## config.mk

```make
export PLATFORM = sky130hd
export DESIGN_NAME = temphumi_bcd
export DESIGN_NICKNAME = d
export VERILOG_FILES = /design/src/rtl/temphumi_pkg.sv /design/src/rtl/temphumi_bcd_step.sv /design/src/rtl/temphumi_bcd.sv
export SDC_FILE = /design/constraint.sdc
export NUM_CORES = 1
export LEC_CHECK = 0
export ABC_AREA = 1
export BUFFER_PORTS_ARGS = -buffer_cell sky130_fd_sc_hd__buf_2
export CORE_AREA = 5 5 132 134
export DETAILED_ROUTE_END_ITERATION = 16
export DIE_AREA = 0 0 137 139
export GPL_TIMING_DRIVEN = 0
export PLACE_DENSITY = 0.84
export SLEW_MARGIN = 20
export SYNTH_ARGS = -nofsm -noshare
export SYNTH_HDL_FRONTEND = slang
export SYNTH_SLANG_ARGS = --single-unit
```

## constraint.sdc

```tcl
create_clock -name clk -period 2.3 [get_ports clk]
set_input_delay 0.23 -clock clk [delete_from_list [all_inputs] [get_ports clk]]
set_output_delay 0.23 -clock clk [all_outputs]
set_load 0.02 [all_outputs]
```

## src/rtl/temphumi_pkg.sv

```systemverilog
// temphumi_pkg: shared state, byte-index and BCD constants for temphumi_bcd.
package temphumi_pkg;

    localparam int BCD_W = 12;

    typedef enum logic [1:0] {
        S_IDLE = 2'd0,
        S_CONV = 2'd1,
        S_DONE = 2'd2
    } state_t;

    localparam logic [1:0] B_TEMP_INT = 2'd0;
    localparam logic [1:0] B_TEMP_DEC = 2'd1;
    localparam logic [1:0] B_HUMI_INT = 2'd2;
    localparam logic [1:0] B_HUMI_DEC = 2'd3;

    // Byte 0 is the most significant byte of the packed reading.
    function automatic logic [7:0] byte_sel(input logic [31:0] v, input logic [1:0] i);
        return v[8*(3-int'(i)) +: 8];
    endfunction

    function automatic logic [3:0] add3(input logic [3:0] n);
        return n >= 4'd5 ? n + 4'd3 : n;
    endfunction

endpackage

```

## src/rtl/temphumi_bcd_step.sv

```systemverilog
// bcd_dd_step: one double-dabble iteration (add-3 correction, then shift {bcd,bin} left by one).
module bcd_dd_step
    import temphumi_pkg::*;
(
    input  logic [BCD_W-1:0] bcd,
    input  logic [7:0]       bin,
    output logic [BCD_W-1:0] bcd_o,
    output logic [7:0]       bin_o
);

    logic [BCD_W-2:0] adj;

    // The hundreds digit's top bit is shifted out, so only its low 3 bits are kept.
    always_comb begin
        adj[10:8] = bcd[10:8] + (bcd[11:8] >= 4'd5 ? 3'd3 : 3'd0);
        adj[7:4]  = add3(bcd[7:4]);
        adj[3:0]  = add3(bcd[3:0]);
        {bcd_o, bin_o} = {adj, bin, 1'b0};
    end

endmodule

```

## src/rtl/temphumi_bcd.sv

```systemverilog
// temphumi_bcd: stable-reading detector plus sequential double-dabble BCD converter for DHT11 data.
// Optional over-temperature alarm enabled with `define TEMPHUMI_ALARM_EN.
module temphumi_bcd
    import temphumi_pkg::*;
#(
    parameter int STABLE_CNT = 1
`ifdef TEMPHUMI_ALARM_EN
    ,
    parameter logic [7:0] TEMP_HI   = 8'd35,
    parameter logic [7:0] TEMP_HYST = 8'd2
`endif
) (
    input  logic             clk,
    input  logic             rst_n,
    input  logic [31:0]      TempHumi,
    output logic [BCD_W-1:0] temp_int_bcd,
    output logic [BCD_W-1:0] temp_dec_bcd,
    output logic [BCD_W-1:0] humi_int_bcd,
    output logic [BCD_W-1:0] humi_dec_bcd,
    output logic             bcd_valid,
    output logic             busy,
    output logic             temp_alarm
);

    state_t           state, state_nx;
    logic [31:0]      in_r, accepted;
    logic [3:0]       stab_cnt;
    logic [4:0]       cnt;
    logic [BCD_W-1:0] scr_bcd, hold_ti, hold_td, hold_hi;
    logic [7:0]       scr_bin;
    logic [BCD_W-1:0] st_bcd_i, st_bcd_o;
    logic [7:0]       st_bin_i, st_bin_o;
    logic             accept, last;

    assign accept = state == S_IDLE && stab_cnt == 4'(STABLE_CNT);
    assign last   = state == S_CONV && &cnt;

    // Scratch is implicitly cleared at each byte start by muxing in zero and the fresh byte.
    assign st_bcd_i = cnt[2:0] == 3'd0 ? '0 : scr_bcd;
    assign st_bin_i = cnt[2:0] == 3'd0 ? byte_sel(accepted, cnt[4:3]) : scr_bin;

    bcd_dd_step u_step (
        .bcd   (st_bcd_i),
        .bin   (st_bin_i),
        .bcd_o (st_bcd_o),
        .bin_o (st_bin_o)
    );

    always_ff @(posedge clk or negedge rst_n)
        if (!rst_n) state <= S_IDLE;
        else        state <= state_nx;

    always_comb
        state_nx = state == S_IDLE ? (accept ? S_CONV : S_IDLE) :
                   state == S_CONV ? (&cnt ? S_DONE : S_CONV) : S_IDLE;

    always_comb begin
        busy      = state != S_IDLE;
        bcd_valid = state == S_DONE;
    end

    always_ff @(posedge clk or negedge rst_n) begin
        if (!rst_n) begin
            in_r     <= '0;
            stab_cnt <= '0;
            accepted <= '0;
        end else begin
            in_r     <= TempHumi;
            stab_cnt <= (TempHumi == in_r && in_r != accepted) ?
                        (stab_cnt == 4'(STABLE_CNT) ? stab_cnt : stab_cnt + 4'd1) : 4'd0;
            if (accept) accepted <= in_r;
        end
    end

    always_ff @(posedge clk or negedge rst_n) begin
        if (!rst_n) begin
            cnt          <= '0;
            scr_bcd      <= '0;
            scr_bin      <= '0;
            hold_ti      <= '0;
            hold_td      <= '0;
            hold_hi      <= '0;
            temp_int_bcd <= '0;
            temp_dec_bcd <= '0;
            humi_int_bcd <= '0;
            humi_dec_bcd <= '0;
        end else if (state == S_CONV) begin
            cnt     <= cnt + 5'd1;
            scr_bcd <= st_bcd_o;
            scr_bin <= st_bin_o;
            if (cnt == {B_TEMP_INT, 3'd7}) hold_ti <= st_bcd_o;
            if (cnt == {B_TEMP_DEC, 3'd7}) hold_td <= st_bcd_o;
            if (cnt == {B_HUMI_INT, 3'd7}) hold_hi <= st_bcd_o;
            // All four outputs move together on the final shift, alongside the valid strobe.
            if (cnt == {B_HUMI_DEC, 3'd7}) begin
                temp_int_bcd <= hold_ti;
                temp_dec_bcd <= hold_td;
                humi_int_bcd <= hold_hi;
                humi_dec_bcd <= st_bcd_o;
            end
        end
    end

`ifdef TEMPHUMI_ALARM_EN
    always_ff @(posedge clk or negedge rst_n) begin
        if (!rst_n) temp_alarm <= 1'b0;
        else if (last) begin
            if (accepted[31:24] >= TEMP_HI) temp_alarm <= 1'b1;
            else if (accepted[31:24] <= TEMP_HI - TEMP_HYST) temp_alarm <= 1'b0;
        end
    end
`else
    assign temp_alarm = 1'b0;
    logic unused_last;
    assign unused_last = last;
`endif

endmodule
```

==> metrics <==
status=finished clean; number of flops mapped to enable cells by yosys=0; most common cell after layout, fill and taps aside=nand2_1; DP Wirelength=12400 um; Layout area overhead=22.3%; Util after Layout=0.606; Worst Setup Start Kind=register; clk buf depth=2; Mean Syn Cell Area=8.41 um2; RSZ-0062 raised after global routing=true; core area=0.0162 mm2; Total GRT Usage=0.194; Synth Flop Type=dfrtp_1; Worst Path Required=between 2000 and 3000 ps; Crit path arrival time=between 2000 and 3000 ps; gpl congestion=0.829; H-tree depth=4; Slew headroom=0.357; CP Class=register to register; port buffer count=83; pre-CTS setup slack=-287 ps; clk_skew=~13 ps; top flop regs=accepted (32), in_r (32); Root Buffer=clkbuf_16; grt ovf=0; Peak supply drop=between 0.5 and 0.6 mV; asr flop ratio synth=1.00; PnR Total Power=between 6 and 7 mW; initial core utilization=0.496; # diodes=0; cts bufs inserted=17; Yosys top cell area share=0.556; Post-Synthesis Cells=953; Yosys warning total=0; post-layout net count=between 1000 and 1500; Tightest Pin Transition=around 950 ps; syn_nets=~1000; Max stage delay on crit path=just over 400 ps; Post-DRT Antenna Nets=0; post-route setup slack=67.6 ps; TritonCTS clock tree=built; Worst Setup End Kind=register; io pins=85; Routed wire per std cell=approximately 14 um; Hold WC Path Type=primary input to async pin; share of cells above drive strength 1=0.159; Yosys reg bits=between 150 and 200; most frequent cells in the layout=nand2_1, dfrtp_1, o21ai_0; final slew viol count=0; area occupied by multi-input gates=0.00310 mm2; row count=47; Synth Area in Compound Gates=0.100; first-pass GRT wire length=approximately 30000 um; die area=0.0190 mm2; residual DRC count=0; worst-path cell chain=inv_1 > ha_1 > inv_1 > nor2_4 > inv_4 > buf_6 > nand2_8 > inv_1 > ha_1 > o21ai_2 > nand2_2 > xor2_4 > o21ai_1; # clock sinks=approximately 180; CP bufs+invs=5; Max Cap Viol=0; min cycle time layout=between 2000 and 2500 ps; Final period util=0.971; area of the mapped netlist=roughly 0.008 mm2; Synth Area in XOR/XNOR=0.0421; Reg area=0.00445 mm2; area leader, netlist=dfrtp_1; largest net degree at the start of global routing=a little over 100; PwrDens=roughly 640 mW/mm2; cell family with most CP delay=flip-flops; Seq/Total Area, Yosys=0.556; vias after detailed routing=6571; Die H=approximately 140 um; most used cell, CP=inv_1; clk slew on worst S/H paths=approximately 70 ps; CP max stage cell=dfrtp_1; chip width=roughly 140 um; mux share of post-synthesis cell area=0.00546; detailed-route wire length=17900 um; final number of setup-violating endpoints=0; FILL cells=between 1000 and 1500; vias per inst=roughly 5.0; CP Max Fanout=10; Iter 0 DRT Violations=521; setup TNS=0 ps; vias in the first global route=6232; count of final hold-check violations=0; largest family of logic cells by synthesized area=simple AND/OR/NAND/NOR gates; First-pass DRT Iterations=5; Synth Area in Adders=0.0197; top post-synthesis cells by area=dfrtp_1, nand2_1, o21ai_0; Synth cell types=34; Post-Synth Simple-Gate Area=0.206; clock latency on the worst-skew pair=around 430 ps; Max Fclk=0.448 GHz; Leak=5.04 nW; initial antenna violation count=0
==> what timing repair did <==
item,4_1_cts,5_1_grt
setup endpoints to repair,28,78
buffers inserted,2,3
endpoints found under the hold margin,109,0
pin swaps,2,5
hold buffers,33,0
resized for setup,10,33
==> layer usage <==
metal | vias to the layer above | GRT usage | wire (um)
met2 | 220 | 0.312 | 8750
met3 | 28 | 0.0450 | 1120
met5 | - | 0 | 0
met4 | 0 | 0.0578 | 312
met1 | 3093 | 0.262 | 7770
li1 | 3230 | - | -
==> final timing paths <==
path / end / cells after the start / slack (ps) / startpoint
max in group asynchronous: in_r[10] / 3 / 1060 / rst_n
min in group clk: in_r[17] / 2 / 460 / TempHumi[17]
worst max-delay path: scr_bcd[1] / 13 / 70 / cnt[1]
worst min-delay path: temp_int_bcd[10] / 2 / 360 / rst_n
worst max register to register: scr_bcd[1] / 13 / 70 / cnt[1]
worst min register to register: temp_int_bcd[1] / 2 / 480 / hold_ti[1]
==> power by group <==
group / internal [mW] / switching [mW] / total (mW)
logic: 0.118 / 0.162 / 0.280
registers: 3.16 / 0.0274 / 3.18
clock network: 1.47 / 1.34 / 2.81
total: 4.74 / 1.53 / 6.27
==> layout make-up <==
| class | count | share of cell area |
|---|---|---|
| clock buffers | 18 | 0.0448 |
| inverters | 112 | 0.0431 |
| repair buffers | 122 | 0.0837 |
| well taps | 220 | 0.0281 |
| plain buffers | 32 | 0.0165 |
| flip-flops and latches | 178 | 0.454 |
| clock inverters | 14 | 0.0137 |
| multi-input cells | 631 | 0.316 |
==> cells in the mapped netlist, types with 3 or more instances <==
library cell and count:
nand2_1 346, dfrtp_1 178, o21ai_0 122, inv_1 109, nor2_1 60, xnor2_1 24, a21oi_1 18, clkbuf_1 17
buf_2 12, ha_1 11, xor2_1 9, nand3_1 8, o21ai_1 6, nand2_2 5, inv_2 3, mux2_2 3
==> cell families after synthesis <==
group	after synthesis
DFF	178
adders and majority gates	12
muxes	4
and+or+nand+nor	426
AOI/OAI and AO/OA	152
buffers and inverters	144
other	1
xor gates and xnor gates	36
==> per-stage QoR <==
step	std cells	hold slack (ps)	instance area [um2]
after floorplan	953	-65.6	8020
final	1327	356	9810
after global routing	1327	435	9810
after CTS	1324	376	9710
after global placement	1256	363	8710
after detailed placement	1257	235	8740
Note: power is estimated with default switching activity, not from simulation.
